### src/rtl/apb_master.sv
// apb_master: single-outstanding APB4 requester; valid/ready command in, valid/ready response out.
// Optional ACCESS wait-state timeout is compiled in when APB_MASTER_TIMEOUT_EN is defined.
module apb_master #(
  parameter int ADDR_WD     = 32,
  parameter int DATA_WD     = 32,
  parameter int STRB_WD     = 4,
  parameter int PROT_WD     = 3,
  parameter int TIMEOUT_CYC = 16
) (
  input  logic               b_pclk,
  input  logic               b_prst,
  input  logic               cmd_valid,
  output logic               cmd_ready,
  input  logic               cmd_write,
  input  logic [ADDR_WD-1:0] cmd_addr,
  input  logic [DATA_WD-1:0] cmd_wdata,
  input  logic [STRB_WD-1:0] cmd_strb,
  input  logic [PROT_WD-1:0] cmd_prot,
  output logic               rsp_valid,
  input  logic               rsp_ready,
  output logic [DATA_WD-1:0] rsp_rdata,
  output logic               rsp_err,
  output logic               b_psel,
  output logic               b_penable,
  output logic               b_pwrite,
  output logic [ADDR_WD-1:0] b_paddr,
  output logic [DATA_WD-1:0] b_pwdata,
  output logic [PROT_WD-1:0] b_pprot,
  output logic [STRB_WD-1:0] b_pstrb,
  input  logic [DATA_WD-1:0] b_prdata,
  input  logic               b_pready
);

  typedef enum logic [1:0] {IDLE, SETUP, ACCESS, RESP} state_t;

  state_t state;
  state_t state_nxt;
  logic   accept;
  logic   access_ok;
  logic   access_abort;

  if (TIMEOUT_CYC < 1 || TIMEOUT_CYC > 65535) begin : g_bad_timeout
    $error("apb_master: TIMEOUT_CYC must be in 1..65535");
  end

  // cmd_ready is only ever high in IDLE, so it alone qualifies the accept.
  assign accept    = cmd_valid && cmd_ready;
  assign access_ok = (state == ACCESS) && b_pready;

  always_ff @(posedge b_pclk) begin
    if (b_prst) begin
      state <= IDLE;
    end else begin
      state <= state_nxt;
    end
  end

  always_comb begin
    state_nxt = state;
    case (state)
      IDLE:    if (accept) state_nxt = SETUP;
      SETUP:   state_nxt = ACCESS;
      ACCESS:  if (access_ok || access_abort) state_nxt = RESP;
      RESP:    if (rsp_ready) state_nxt = IDLE;
      default: state_nxt = IDLE;
    endcase
  end

  // Control outputs are decoded from the next state so they are registered yet cycle-exact.
  always_ff @(posedge b_pclk) begin
    if (b_prst) begin
      cmd_ready <= 1'b0;
      b_psel    <= 1'b0;
      b_penable <= 1'b0;
      rsp_valid <= 1'b0;
      b_pwrite  <= 1'b0;
      b_paddr   <= '0;
      b_pwdata  <= '0;
      b_pprot   <= '0;
      b_pstrb   <= '0;
      rsp_rdata <= '0;
    end else begin
      cmd_ready <= (state_nxt == IDLE);
      b_psel    <= (state_nxt == SETUP) || (state_nxt == ACCESS);
      b_penable <= (state_nxt == ACCESS);
      rsp_valid <= (state_nxt == RESP);
      if (accept) begin
        b_pwrite <= cmd_write;
        b_paddr  <= cmd_addr;
        b_pwdata <= cmd_wdata;
        b_pprot  <= cmd_prot;
        b_pstrb  <= cmd_write ? cmd_strb : '0;
      end
      if (access_ok) begin
        rsp_rdata <= b_pwrite ? '0 : b_prdata;
      end else if (access_abort) begin
        rsp_rdata <= '0;
      end
    end
  end

`ifdef APB_MASTER_TIMEOUT_EN
  localparam logic [15:0] WAIT_LAST = 16'(TIMEOUT_CYC - 1);

  logic [15:0] wait_cnt;

  // Held at zero outside ACCESS, so it starts from zero on every ACCESS entry.
  always_ff @(posedge b_pclk) begin
    if (b_prst || state != ACCESS) begin
      wait_cnt <= '0;
    end else if (!b_pready) begin
      wait_cnt <= wait_cnt + 16'd1;
    end
  end

  // A ready completer on the limiting edge wins over the abort.
  assign access_abort = (state == ACCESS) && !b_pready && (wait_cnt == WAIT_LAST);

  always_ff @(posedge b_pclk) begin
    if (b_prst) begin
      rsp_err <= 1'b0;
    end else if (access_ok) begin
      rsp_err <= 1'b0;
    end else if (access_abort) begin
      rsp_err <= 1'b1;
    end
  end
`else
  assign access_abort = 1'b0;
  assign rsp_err      = 1'b0;
`endif

endmodule

### config.mk
export PLATFORM = sky130hd
export DESIGN_NAME = apb_master
export DESIGN_NICKNAME = d
export VERILOG_FILES = /design/src/rtl/apb_master.sv
export SDC_FILE = /design/constraint.sdc
export NUM_CORES = 1
export LEC_CHECK = 0
export ABC_AREA = 0
export BUFFER_PORTS_ARGS = -buffer_cell sky130_fd_sc_hd__buf_2
export CORE_UTILIZATION = 36
export CTS_CLUSTER_DIAMETER = 50
export DETAILED_ROUTE_END_ITERATION = 10
export PLACE_DENSITY = 0.77
export SYNTH_ARGS = -nofsm -noshare
export SYNTH_HDL_FRONTEND = slang
export SYNTH_SLANG_ARGS = --single-unit
### constraint.sdc
create_clock -name b_pclk -period 1.8 [get_ports b_pclk]
set_input_delay 0.09 -clock b_pclk [delete_from_list [all_inputs] [get_ports b_pclk]]
set_output_delay 0.09 -clock b_pclk [all_outputs]
set_load 0.02 [all_outputs]
==> results by group <==
Critical path
  – Crit Path Max Fanout: 6
  – CP Data Arrival Time: 1670 ps
  – R2R Path Start: state[0]
  – Reg2reg setup slack: 390 ps
  – Critical path buffers and inverters: 0
  – Crit-path cells: mux2i_1, a22oi_1, ha_1, nor2b_1
  – Startpoint types: register
  – CP max-delay cell: dfxtp_1
  – Worst setup startpoint: state[0]
  – Delay of the slowest critical-path stage: 420 ps
  – Crit path kind: reg2reg
  – Crit path max-delay family: flip-flops
  – CP Capture Type: register
  – Reg2Reg Depth: 4
  – Reg-to-Reg End: b_psel
  – Critical Path RT: 2060 ps

Clocking
  – Clk slew on worst S/H paths: 90 ps
  – Setup Fix Bufs, Post-CTS: 0
  – Htree depth: 3
  – Clock root cell: clkbuf_8
  – Clock Path Buffers: 2
  – CTS tree: built
  – CTS Sinks: 110
  – Clock Latency Late Sink: 360 ps
  – CTS Buf Count: 9

STA
  – FMAX: 0.710 GHz
  – Setup Skew: 3.83 ps
  – Final worst-path cycle share: 0.782
  – Hold slack: 23.6 ps
  – Setup Viol. Count Final: 0
  – RSZ-0062 raised after global routing: no
  – Hold Vio Cnt, Final: 0
  – Setup_tns: 0 ps
  – Minimum clock period: 1410 ps
  – Final Max Slew Viols: 0

Die
  – Die ar.: 0.0115 sq mm
  – Die height: 107 microns
  – Row cnt: 37
  – Die width: 107 microns
  – Initial Utilization: 0.378
  – Core area: 0.0105 sq mm
  – Ports: 218

Routing
  – Post-DRT Antenna Nets: 0
  – Drt first pass iters: 6
  – DRC viols: 0
  – Post-Route WL: 12.6 mm
  – Vias/cell: 4.77
  – DRT iter0 DRCs: 275
  – WL/cell: 13.6 microns
  – Via Count: 4,425

Global routing
  – Total grt overflow: 0
  – First-pass GRT wire length: 19.2 mm
  – Initial antenna violation count: 1
  – GRT Total Usage: 0.212
  – Largest net degree at the start of global routing: 73
  – Vias in the first global route: 4,308

Finish
  – Number of nets in the layout: 897
  – Area Growth Syn to Fin: 61.0%
  – Leading cell type in the layout, fill and taps excluded: buf_2
  – Most frequent cells in the layout: buf_2, nand2_1, dfxtp_1
  – Fraction of layout cells with a size suffix above 1: 0.309
  – Fill cell count: 874
  – Post-route cell area: 0.00640 sq mm

Place
  – Hpwl dp: 7.43 mm
  – Post-DP Area: 0.00513 sq mm
  – Routability Congestion: 0.744
  – Number of port buffers: 216

Worst hold path
  – Hold Startpoint: cmd_write
  – Hold EP: b_pwrite
  – Number of cells on the worst hold path: 3
  – Hold WC Path Type: in2reg

Status
  – Outcome: finished, final reports clean

Yosys
  – Yosys top cell by area: dfxtp_1
  – Ranking of synthesized cells by area: dfxtp_1, nand2_1, a21oi_1, nand3b_1, clkbuf_1
  – Synth top area share: 0.554
  – Sequential share of the synthesized area: 0.554
  – Ys Warns: 0
  – Synth Net Count: 596
  – Synth Area per Inst: 8.21 sq um
  – Yosys reg bits: 110
  – Post-Synthesis Cells: 484
  – Post-Synthesis Cell Area: 0.00397 sq mm
  – Netlist cell types: 23

Run
  – MaxCap Viol Count: 0

Power
  – VDD IR-drop max: 459 uV
  – Pwr Density: 814 mW/mm^2
  – Lkg Pwr: 2.89 nW
## synthesized netlist by cell type
| cell | number |
|---|---|
| a31o_2 | 1 |
| a22oi_1 | 1 |
| and2_1 | 1 |
| nor2b_1 | 4 |
| ha_1 | 3 |
| conb_1 | 1 |
| a22o_2 | 1 |
| buf_4 | 1 |
| a21oi_1 | 104 |
| mux2i_1 | 1 |
| o21ai_0 | 1 |
| nand3_1 | 5 |
| clkbuf_4 | 1 |
| dfxtp_1 | 110 |
| inv_1 | 3 |
| clkbuf_1 | 26 |
| and3b_1 | 1 |
| buf_6 | 3 |
| and3_1 | 1 |
| buf_2 | 7 |
| nor2_1 | 2 |
| nand2_1 | 173 |
| nand3b_1 | 33 |
## metal layers
| metal | part of all wire | vias to the layer above | global-route usage |
|---|---|---|---|
| met2 | 0.51 | 206 | 0.381 |
| met3 | 0.061 | 50 | 0.0529 |
| met4 | 0.042 | 0 | 0.140 |
| li1 | - | 2172 | - |
| met1 | 0.39 | 1997 | 0.218 |
| met5 | 0 | - | 0 |
## stage by stage
step                      total power [mW]   util  setup slack [ps]  std cells
after floorplan                       3.17      -               210        484
after global placement                3.47  0.489               450        806
after detailed placement              3.49  0.489               391        806
after CTS                             5.26  0.609               390        926
after global routing                  5.46  0.609               274        927
final                                 5.21  0.609               392        927
## report_power, final
part,total [mW],switching (mW),internal (mW)
Combinational,0.989,0.539,0.450
Clock,1.58,0.788,0.792
Sequential,2.64,0.0743,2.56
Total,5.21,1.40,3.80
## kinds of logic (layout without fill, tap and decap cells)
| kind of cell | count (synthesis) | in the layout | share of synthesized area |
|---|---|---|---|
| buf+inv | 41 | 347 | 0.0485 |
| fa+ha+maj | 3 | 3 | 0.00945 |
| flops | 110 | 110 | 0.554 |
| mux | 1 | 1 | 0.00252 |
| other cells | 1 | 2 | 0.000944 |
| compound gates | 108 | 108 | 0.139 |
| simple gates | 220 | 220 | 0.246 |
## worst register-to-register path: stages, from the launching register on
cell and delay, ps:
dfxtp_1 420, mux2i_1 310, a22oi_1 160, ha_1 300
nor2b_1 120
## area by class of cell
cell class                 count  area, sq um  share of cell area
antenna                        1         2.50            0.000391
clock buffer                  13          179              0.0280
clock inverter                 3         40.0             0.00626
inverter                       3         11.3             0.00176
multi-input combinational    333         1580               0.247
sequential                   110         2200               0.344
tap                          136          170              0.0266
timing repair buffer         328         2210               0.345
## how the worst max path moves through the flow
stage             end  slack [ps]  cells past startpoint
2_1_floorplan  b_psel         210                      6
3_3_place_gp   b_psel         450                      4
3_5_place_dp   b_psel         390                      4
4_1_cts        b_psel         390                      4
5_1_grt        b_psel         270                      4
6_report       b_psel         390                      4
## what timing repair did
action / in CTS / in global routing
hold buffers: 104 / 0
gates resized for setup: 0 / 0
hold endpoints to repair: 103 / 0
## registers in the layout (all words and copies together), names as in the netlist
register   flops
b_paddr       32
b_pwdata      32
rsp_rdata     32
b_pstrb        4
b_pprot        3
state          2
b_penable      1
b_psel         1
b_pwrite       1
cmd_ready      1
rsp_valid      1
(Power assumes the default switching activity.)
